File: src/rtl/muldiv_iter.sv
// muldiv_iter: iterative multiply/divide unit for the execute stage.
// Reads the two register-file operands, runs an unsigned shift-add multiply
// or a restoring divide one bit per clock, then issues a single write-back
// request (result, destination, write enable) to the register file.
//
// Optional feature macro: MULDIV_DIV_EN
//   defined   : DIVU/REMU use the restoring divider (N iterations).
//   undefined : divider datapath is left out; DIVU/REMU complete one cycle
//               after acceptance with result 0 and no register write.
//
// state  | meaning
// -------+-----------------------------------------------------------
// IDLE   | waiting for start; done/we_out/result held at zero
// CALC   | one multiply or divide iteration per clock, N in total
// DONE   | one-cycle completion pulse; write-back request presented
module muldiv_iter #(
  parameter int N = 32
) (
  input  logic         clk,
  input  logic         reset,
  input  logic         start,
  input  logic         flush,
  input  logic [1:0]   op,
  input  logic [N-1:0] a,
  input  logic [N-1:0] b,
  input  logic [4:0]   rd_in,
  output logic         busy,
  output logic         done,
  output logic [N-1:0] result,
  output logic [4:0]   rd_out,
  output logic         we_out
);

  typedef enum logic [1:0] {
    S_IDLE,
    S_CALC,
    S_DONE
  } state_t;

  localparam logic [1:0] OP_MUL   = 2'b00;
  localparam logic [1:0] OP_MULHU = 2'b01;
  localparam logic [1:0] OP_DIVU  = 2'b10;
  localparam logic [1:0] OP_REMU  = 2'b11;

  // Iteration index of the final step; the counter runs 0..N-1.
  localparam logic [5:0] LAST_ITER = 6'(N - 1);

  state_t         state;
  logic [1:0]     op_q;
  logic [N-1:0]   opa;
  logic [N-1:0]   opb;
  logic [2*N-1:0] acc;
  logic [5:0]     cnt;

  logic [2*N-1:0] mul_addend;
  logic [2*N-1:0] mul_acc_nxt;
  logic [N-1:0]   calc_result;
  logic           div_bypass;

`ifdef MULDIV_DIV_EN
  // Partial remainder is always below the divisor, so N bits hold it;
  // the trial subtract works on the N+1-bit shifted remainder.
  logic [N-1:0]   rem;
  logic [N:0]     div_shift;
  logic           div_ge;
  logic [N-1:0]   div_diff;
  logic [N-1:0]   div_rem_nxt;
  logic [N-1:0]   div_q_nxt;

  assign div_bypass = 1'b0;
`else
  // No divider: divide ops skip CALC and finish with a zero, non-writing result.
  assign div_bypass = op[1];
`endif

  // Shift-add multiply step: multiplier bits are consumed MSB first, so the
  // product is doubled before the partial product is added.
  always_comb begin
    mul_addend  = opb[N-1] ? {{N{1'b0}}, opa} : '0;
    mul_acc_nxt = (acc << 1) + mul_addend;
  end

`ifdef MULDIV_DIV_EN
  // Restoring divide step: bring down the next dividend bit, trial subtract,
  // keep the difference only if it did not go negative. A zero divisor makes
  // every trial succeed, which yields all-ones quotient and remainder = a
  // without any special-case logic.
  always_comb begin
    div_shift   = {rem, opa[N-1]};
    div_ge      = (div_shift >= {1'b0, opb});
    div_diff    = div_shift[N-1:0] - opb;
    div_rem_nxt = div_ge ? div_diff : div_shift[N-1:0];
    div_q_nxt   = {acc[N-2:0], div_ge};
  end
`endif

  // Select the value the final iteration produces for the requested op.
  always_comb begin
    calc_result = '0;
    case (op_q)
      OP_MUL:   calc_result = mul_acc_nxt[N-1:0];
      OP_MULHU: calc_result = mul_acc_nxt[2*N-1:N];
`ifdef MULDIV_DIV_EN
      OP_DIVU:  calc_result = div_q_nxt;
      OP_REMU:  calc_result = div_rem_nxt;
`endif
      default:  calc_result = '0;
    endcase
  end

  // Control FSM, datapath registers and registered write-back outputs.
  always_ff @(posedge clk or posedge reset) begin
    if (reset) begin
      state  <= S_IDLE;
      op_q   <= OP_MUL;
      opa    <= '0;
      opb    <= '0;
      acc    <= '0;
      cnt    <= '0;
`ifdef MULDIV_DIV_EN
      rem    <= '0;
`endif
      busy   <= 1'b0;
      done   <= 1'b0;
      result <= '0;
      rd_out <= '0;
      we_out <= 1'b0;
    end else begin
      case (state)
        S_IDLE: begin
          done   <= 1'b0;
          we_out <= 1'b0;
          result <= '0;
          // flush beats start: nothing is captured when both are high.
          if (start && !flush) begin
            op_q   <= op;
            opa    <= a;
            opb    <= b;
            rd_out <= rd_in;
            acc    <= '0;
            cnt    <= '0;
`ifdef MULDIV_DIV_EN
            rem    <= '0;
`endif
            busy   <= 1'b1;
            if (div_bypass) begin
              state <= S_DONE;
              done  <= 1'b1;
            end else begin
              state <= S_CALC;
            end
          end
        end

        S_CALC: begin
          if (flush) begin
            state <= S_IDLE;
            busy  <= 1'b0;
          end else begin
            cnt <= cnt + 6'd1;
`ifdef MULDIV_DIV_EN
            if (op_q[1]) begin
              acc <= {{N{1'b0}}, div_q_nxt};
              rem <= div_rem_nxt;
              opa <= opa << 1;
            end else begin
              acc <= mul_acc_nxt;
              opb <= opb << 1;
            end
`else
            acc <= mul_acc_nxt;
            opb <= opb << 1;
`endif
            if (cnt == LAST_ITER) begin
              state  <= S_DONE;
              done   <= 1'b1;
              result <= calc_result;
              we_out <= (rd_out != 5'd0);
            end
          end
        end

        S_DONE: begin
          // Leave after exactly one cycle whether or not flush is present.
          state  <= S_IDLE;
          busy   <= 1'b0;
          done   <= 1'b0;
          we_out <= 1'b0;
          result <= '0;
        end

        default: begin
          state  <= S_IDLE;
          busy   <= 1'b0;
          done   <= 1'b0;
          we_out <= 1'b0;
          result <= '0;
        end
      endcase
    end
  end

endmodule

File: config.mk
export PLATFORM = sky130hd
export DESIGN_NAME = muldiv_iter
export DESIGN_NICKNAME = d
export VERILOG_FILES = /design/src/rtl/muldiv_iter.sv
export SDC_FILE = /design/constraint.sdc
export NUM_CORES = 1
export LEC_CHECK = 0
export BUFFER_PORTS_ARGS = -buffer_cell sky130_fd_sc_hd__buf_2
export CAP_MARGIN = 20
export CORE_MARGIN = 5
export CORE_UTILIZATION = 40
export DETAILED_ROUTE_END_ITERATION = 8
export MAX_ROUTING_LAYER = met4
export PLACE_DENSITY = 0.69
export SLEW_MARGIN = 20
export SYNTH_ARGS = -nofsm -noshare
export SYNTH_HDL_FRONTEND = slang
export SYNTH_SLANG_ARGS = --single-unit
File: constraint.sdc
create_clock -name clk -period 9.3 [get_ports clk]
set_input_delay 0.93 -clock clk [delete_from_list [all_inputs] [get_ports clk]]
set_output_delay 0.93 -clock clk [all_outputs]
set_load 0.01 [all_outputs]
==> results of run 1 <==
cell usage in the layout (no fill, tap or decap), types with 8 or more instances in the layout:
cell type / instances
clkbuf_16: 17
ha_1: 32
o21ai_1: 9
nor3_1: 10
a21o_1: 13
o21a_1: 8
nand4_1: 15
nand3_1: 22
xor2_1: 35
buf_2: 114
nor2_1: 41
a22o_1: 28
and3_1: 12
nand2_1: 121
xnor2_1: 25
nand2b_1: 8
mux2_2: 38
a22oi_1: 25
o21ai_0: 100
buf_4: 8
dfrtp_1: 177
a21oi_1: 39
and2_1: 33
inv_1: 15
mux2i_1: 31
cell type report:
| class | instances | area [sq um] |
|---|---|---|
| Fill cell | 2307 | 12400 |
| Multi-Input combinational cell | 719 | 4820 |
| Sequential cell | 177 | 4430 |
| Timing Repair Buffer | 123 | 642 |
| Clock buffer | 17 | 425 |
| Tap cell | 319 | 399 |
| Clock inverter | 15 | 160 |
| Inverter | 16 | 65.1 |
| Antenna cell | 5 | 12.5 |
worst max-delay path by stage:
stage | slack, ns | to | from | cells after the start
floorplan | 3.57 | acc[0] | reset | 1
global placement | 5.43 | result[29] | opb[31] | 13
detailed placement | 5.33 | result[20] | opb[31] | 11
CTS | 5.30 | result[20] | opb[31] | 11
global route | 4.96 | result[20] | opb[31] | 11
finish | 5.27 | result[20] | opb[31] | 11
stage by stage:
stage / utilization / instances / cell area [sq um] / hold WS, ns / total power [uW]
floorplan: - / 965 / 9500 / 0.449 / 1210
CTS: 0.467 / 1386 / 10900 / 0.486 / 2070
global placement: 0.442 / 1354 / 10400 / 0.461 / 1340
global route: 0.468 / 1391 / 11000 / 0.508 / 2150
detailed placement: 0.442 / 1354 / 10400 / 0.470 / 1350
finish: 0.468 / 1391 / 11000 / 0.483 / 2040
sequential cells by signal, indices dropped and copies added (netlist names), 2 cells and up:
signal	flops
opa	32
state	2
cnt	6
rd_out	5
op_q	2
result	32
acc	63
opb	32
cells by family (layout without fill, tap and decap cells):
| logic type | count (synthesis) | after routing | share of synthesized area |
|---|---|---|---|
| XOR/XNOR | 60 | 60 | 0.0553 |
| other | 0 | 5 | 0 |
| buffers and inverters | 69 | 171 | 0.0286 |
| flip-flops | 177 | 177 | 0.466 |
| adder cells (fa/ha/maj) | 33 | 33 | 0.0443 |
| multiplexers | 69 | 69 | 0.0777 |
| AND/OR/NAND/NOR | 284 | 284 | 0.140 |
| AO/OA/AOI/OAI | 273 | 273 | 0.187 |
power groups by stage:
stage / Sequential [uW] / Clock (uW) / Combinational, uW
2_1_floorplan: 911 / 0 / 300
3_3_place_gp: 932 / 0 / 404
3_5_place_dp: 934 / 0 / 413
4_1_cts: 920 / 731 / 416
5_1_grt: 932 / 764 / 456
6_report: 919 / 714 / 410
worst max-delay path: stages (launching register included):
cell and delay, ns:
dfrtp_1 0.71, and2_1 0.33, ha_1 0.38, a21o_1 0.17
a31o_2 0.13, o21ai_0 0.20, a2111oi_2 0.65, o31ai_4 0.17
o31ai_1 0.58, nand4_1 0.18, xor2_1 0.22, o21ai_0 0.11
routing by layer:
metal | up-vias | global-route usage
li1 | 3652 | -
met1 | 3665 | 0.266
met2 | 238 | 0.293
met3 | 22 | 0.0477
met4 | 0 | 0.0507
met5 | - | -
==> reports/qor.yml, run 1 <==
power_and_ir_drop:
  peakVddDrop_mv: 0.0872
  power_switching_share: 0.323
  intPower_uw: 1380
  clockPowerShare: 0.349
  switching_power_uw: 661
  power_frac_comb: 0.201
  leakagePower_uw: 0.00514
  p_per_area_nw_per_um2: 187
  seq_power_share: 0.450
placement:
  port_buffers: 114
  pre_cts_slack_ns: 5.33
  gp_congestion: 0.917
  place_hpwl_microns: 17600
final_layout:
  area_growth_pct: 15.4
  layout.nets: 1162
  drive_gt1_frac: 0.198
synth:
  syn_area_sq_um: 9500
  ys_warn_count: 0
  synthFlopType: "dfrtp_1"
  netlist_instances: 965
  postSynth.asyncResetShare: 1.00
  yosysTopAreaCellShare: 0.466
  yosysTopAreaCell: "dfrtp_1"
  synth_fp_nets: 1073
  ys_seq_elements: 177
  yosysSeqAreaShare: 0.466
  yosys-top-cells-area: "dfrtp_1 47%, o21ai_0 5.3%, nand2_1 4.8%"
  yosys-top-cells-count: "177 x dfrtp_1, 121 x nand2_1, 100 x o21ai_0"
  synth_area_per_cell_sq_um: 9.84
  synth_cell_type_count: 61
  synth.most_common_cell: "dfrtp_1"
  synth_edf_count: 0
setup_path:
  reg2regPathDepth: 11
  r2r-end: "result[20]"
  reg2reg_slack_ns: 5.27
  endpoint_kind: "flop"
  arrival_ns: 4.30
  cp-start-kind: "flop"
  worstPathRequired_ns: 9.58
  crit_fanout: 33
  critPathKind: "flop to flop"
  r2r-start: "opb[31]"
floorplan:
  row_count: 56
  top_level_ports: 115
  initial_core_util: 0.406
  die_area_sq_um: 26900
  die_w_microns: 164
  core_sq_um: 23400
  dieHeight_microns: 164
sta:
  period_needed_ns: 4.03
  setup_viol: 0
  worst_slack_ns: 5.27
  fin_setup_tns_ns: 0
  worstMarginPinSlew_ns: 1.08
  relSlewSlack: 0.280
  rsz0062_at_grt: "no"
  hold_viol_final: 0
  fmax_mhz: 248
  skew_ns: 0.0177
  period_share: 0.433
  slew_violations: 0
drt:
  ant_nets: 0
  first_pass_iters: 5
  wire_per_inst_microns: 17.8
  drc: 0
  vias: 7577
  wl_met1_microns: 11200
  drtIter0Drc: 545
  viasPerCell: 5.45
  wl_microns: 24700
  routed-wl-met2_microns: 11300
  met3WireLength_microns: 1850
  top_layer: "met4"
worst_hold_path:
  hold_path_end: "opb[9]"
  hold_path_depth: 2
  hold_path.class: "flop to flop"
  worst_hold_startpoint: "opb[9]"
cts:
  clockRootBuffer: "clkbuf_16"
  ctsHoldBuffers: 0
  cts_tree: "done"
  cts-htree-levels: 4
  path_clk_slew_ns: 0.07
  cts_resized: 0
  clk_latency_ns: 0.44
  cts_made_buffers: 17
  clk_path_buf_depth: 2
  clock-sinks: 177
  post_cts.repair.setup_buffers: 0
global_route:
  antenna_found_initial: 5
  grt_pass1_vias: 7627
  grt_pass1_wl_microns: 40500
  track_usage: 0.195
  gr-total-overflow: 0
  grt_max_degree: 114
run:
  max-cap-violations: 0
run_status:
  status: "finished, final reports clean"
No activity file was read; power rests on OpenSTA's default activity.
==> run 2, diff against run 1 <==
Settings changed: ABC_AREA set to 1.
Clock period 9.3 ns to 3.95 ns, I/O delays scaled along.
==> run 2 against run 1 <==
Effect of this change: wire length rose by 61%; die area rose by 20%; fmax rose by 21%; synthesized area rose by 22%; sequential share of layout area fell by 6.6 points; clock power increased by 140%; final cell count is 60% higher; via count up 51%; worst hold slack got worse by 0.40 ns; sequential cell count unchanged; register-to-register slack worse by 4.6 ns; critical endpoint is now result[9].
==> reports/qor.yml, run 2 <==
run_status:
  status: "finished, final reports clean"
synth:
  syn_area_sq_um: 11500
  yosysSeqAreaShare: 0.384
  synthFlopType: "dfrtp_1"
  ys_warn_count: 0
  synth_cell_type_count: 41
  yosysTopAreaCellShare: 0.384
  synth_area_per_cell_sq_um: 6.65
  synth.most_common_cell: "nand2_1"
  yosys-top-cells-area: "dfrtp_1 38%, nand2_1 23%, inv_1 8.5%"
  netlist_instances: 1737
  postSynth.asyncResetShare: 1.00
  ys_seq_elements: 177
  yosysTopAreaCell: "dfrtp_1"
  synth_fp_nets: 1845
  synth_edf_count: 0
  yosys-top-cells-count: "698 x nand2_1, 260 x inv_1, 177 x dfrtp_1"
setup_path:
  arrival_ns: 3.72
  crit_top_cell: "nand2_1"
  crit_path_cell_trace: "buf_4 -> nand2_1 -> inv_1 -> ha_1 -> inv_1 -> fa_1 -> inv_1 -> nand3_1 -> nand3_1 -> nand2_1 -> nand2_1 -> nand3_1 -> nand3_2 -> nand2_1 -> nand3_1 -> nand3_1 -> nand2_1 -> nand2_1 -> nand2_1"
  endpoint_kind: "flop"
  critPathKind: "flop to flop"
  crit_fanout: 19
  crit_path_max_incr_delay_ns: 0.64
  worstPathRequired_ns: 4.35
  cp_slowest_cell: "dfrtp_1"
  cp-start-kind: "flop"
sta:
  whs_ns: 0.0883
  period_share: 0.839
  worstMarginPinSlew_ns: 1.00
  fmax_mhz: 302
  relSlewSlack: 0.329
  hold_viol_final: 0
  skew_ns: 0.0119
  rsz0062_at_grt: "no"
  period_needed_ns: 3.31
  slew_violations: 0
  fin_setup_tns_ns: 0
  setup_viol: 0
cts:
  clk_latency_ns: 0.46
  clockRootBuffer: "clkbuf_16"
  post_cts.repair.setup_buffers: 0
  clk_path_buf_depth: 2
  cts_made_buffers: 17
  clock-sinks: 177
  cts_tree: "done"
  cts_resized: 0
  ctsHoldBuffers: 0
  path_clk_slew_ns: 0.08
  cts-htree-levels: 4
drt:
  first_pass_iters: 5
  drc: 0
  viasPerCell: 5.12
  wl_microns: 39900
  wire_per_inst_microns: 17.9
  drtIter0Drc: 836
  ant_nets: 0
  vias: 11413
final_layout:
  n_fill_cell: 3038
  multi_input_area_sq_um: 5890
  largest_reg_flops: 63
  diodes: 0
  drive_gt1_frac: 0.115
  seq_area_sq_um: 4430
  layout.nets: 1940
  area_growth_pct: 13.5
  largest_register: "acc"
  final_cell_mix: "698 x nand2_1, 259 x inv_1, 177 x dfrtp_1"
  final_common_cell: "nand2_1"
run:
  max-cap-violations: 0
power_and_ir_drop:
  leakagePower_uw: 0.00744
  clockPowerShare: 0.214
  switching_power_uw: 3560
  intPower_uw: 4270
  power_switching_share: 0.455
  p_per_area_nw_per_um2: 597
  power_frac_comb: 0.446
  peakVddDrop_mv: 0.357
  seq_power_share: 0.340
floorplan:
  row_count: 62
  dieHeight_microns: 180
  die_area_sq_um: 32400
  core_sq_um: 28600
  die_w_microns: 180
  initial_core_util: 0.403
  top_level_ports: 115
global_route:
  grt_max_degree: 74
  grt_pass1_vias: 11235
  grt_pass1_wl_microns: 62700
  gr-total-overflow: 0
  antenna_found_initial: 0
  track_usage: 0.254
placement:
  place_hpwl_microns: 30900
  gp_congestion: 1.00
  port_buffers: 114
worst_hold_path:
  hold_path.class: "primary input to async pin"
run 2: cell families after synthesis:
group                    synth area share
flip-flops                          0.384
adder cells (fa/ha/maj)            0.0364
AND/OR/NAND/NOR                     0.367
XOR/XNOR                           0.0190
AO/OA/AOI/OAI                      0.0866
buffers and inverters               0.107
run 2: through the flow:
step / std cells / instance area (sq um) / util / worst slack, ns / power [uW]
after floorplan: 1737 / 11600 / - / 1.29 / 5030
after global placement: 2197 / 12500 / 0.438 / 0.703 / 6100
after detailed placement: 2197 / 12500 / 0.438 / 0.631 / 6150
after CTS: 2229 / 13100 / 0.458 / 0.621 / 7850
after global routing: 2229 / 13100 / 0.458 / 0.401 / 8400
final: 2229 / 13100 / 0.458 / 0.636 / 7830
run 2: area by class of cell:
class	count	share of cell area
well taps	384	0.0367
clock buffers	17	0.0325
multi-input cells	1235	0.449
repair buffers	125	0.0536
inverters	276	0.0793
flip-flops and latches	177	0.338
clock inverters	15	0.0109
run 2: final timing paths:
path / startpoint / end / slack (ns) / cells past startpoint
worst max register to register: opb[31] / result[9] / 0.64 / 19
worst max-delay path: opb[31] / result[9] / 0.64 / 19
worst min register to register: result[18] / result[18] / 0.48 / 2
min in group clk: a[8] / opa[8] / 0.12 / 3
worst min-delay path: reset / opb[20] / 0.09 / 2
max in group asynchronous: reset / acc[58] / 2.99 / 3
run 2: layer usage:
layer / share of wire / vias to the layer above / global-route usage
met3: 0.061 / 46 / 0.0364
met4: 0.022 / 0 / 0.0753
met5: 0 / - / -
li1: - / 5588 / -
met2: 0.46 / 358 / 0.393
met1: 0.46 / 5421 / 0.348
run 2: power by group through the flow:
stage	Sequential [uW]	Clock (uW)	Combinational (uW)
after CTS	2660	1710	3480
final	2660	1680	3490
after floorplan	2580	0	2450
after global routing	2720	1790	3890
after global placement	2680	0	3410
after detailed placement	2690	0	3460
run 2: critical path, delay by kind of cell (launching register included):
kind / cells / cell delay, ns
and+or+nand+nor: 13 / 1.42
adders and majority gates: 2 / 0.61
buffers and inverters: 4 / 0.56
DFF: 1 / 0.64
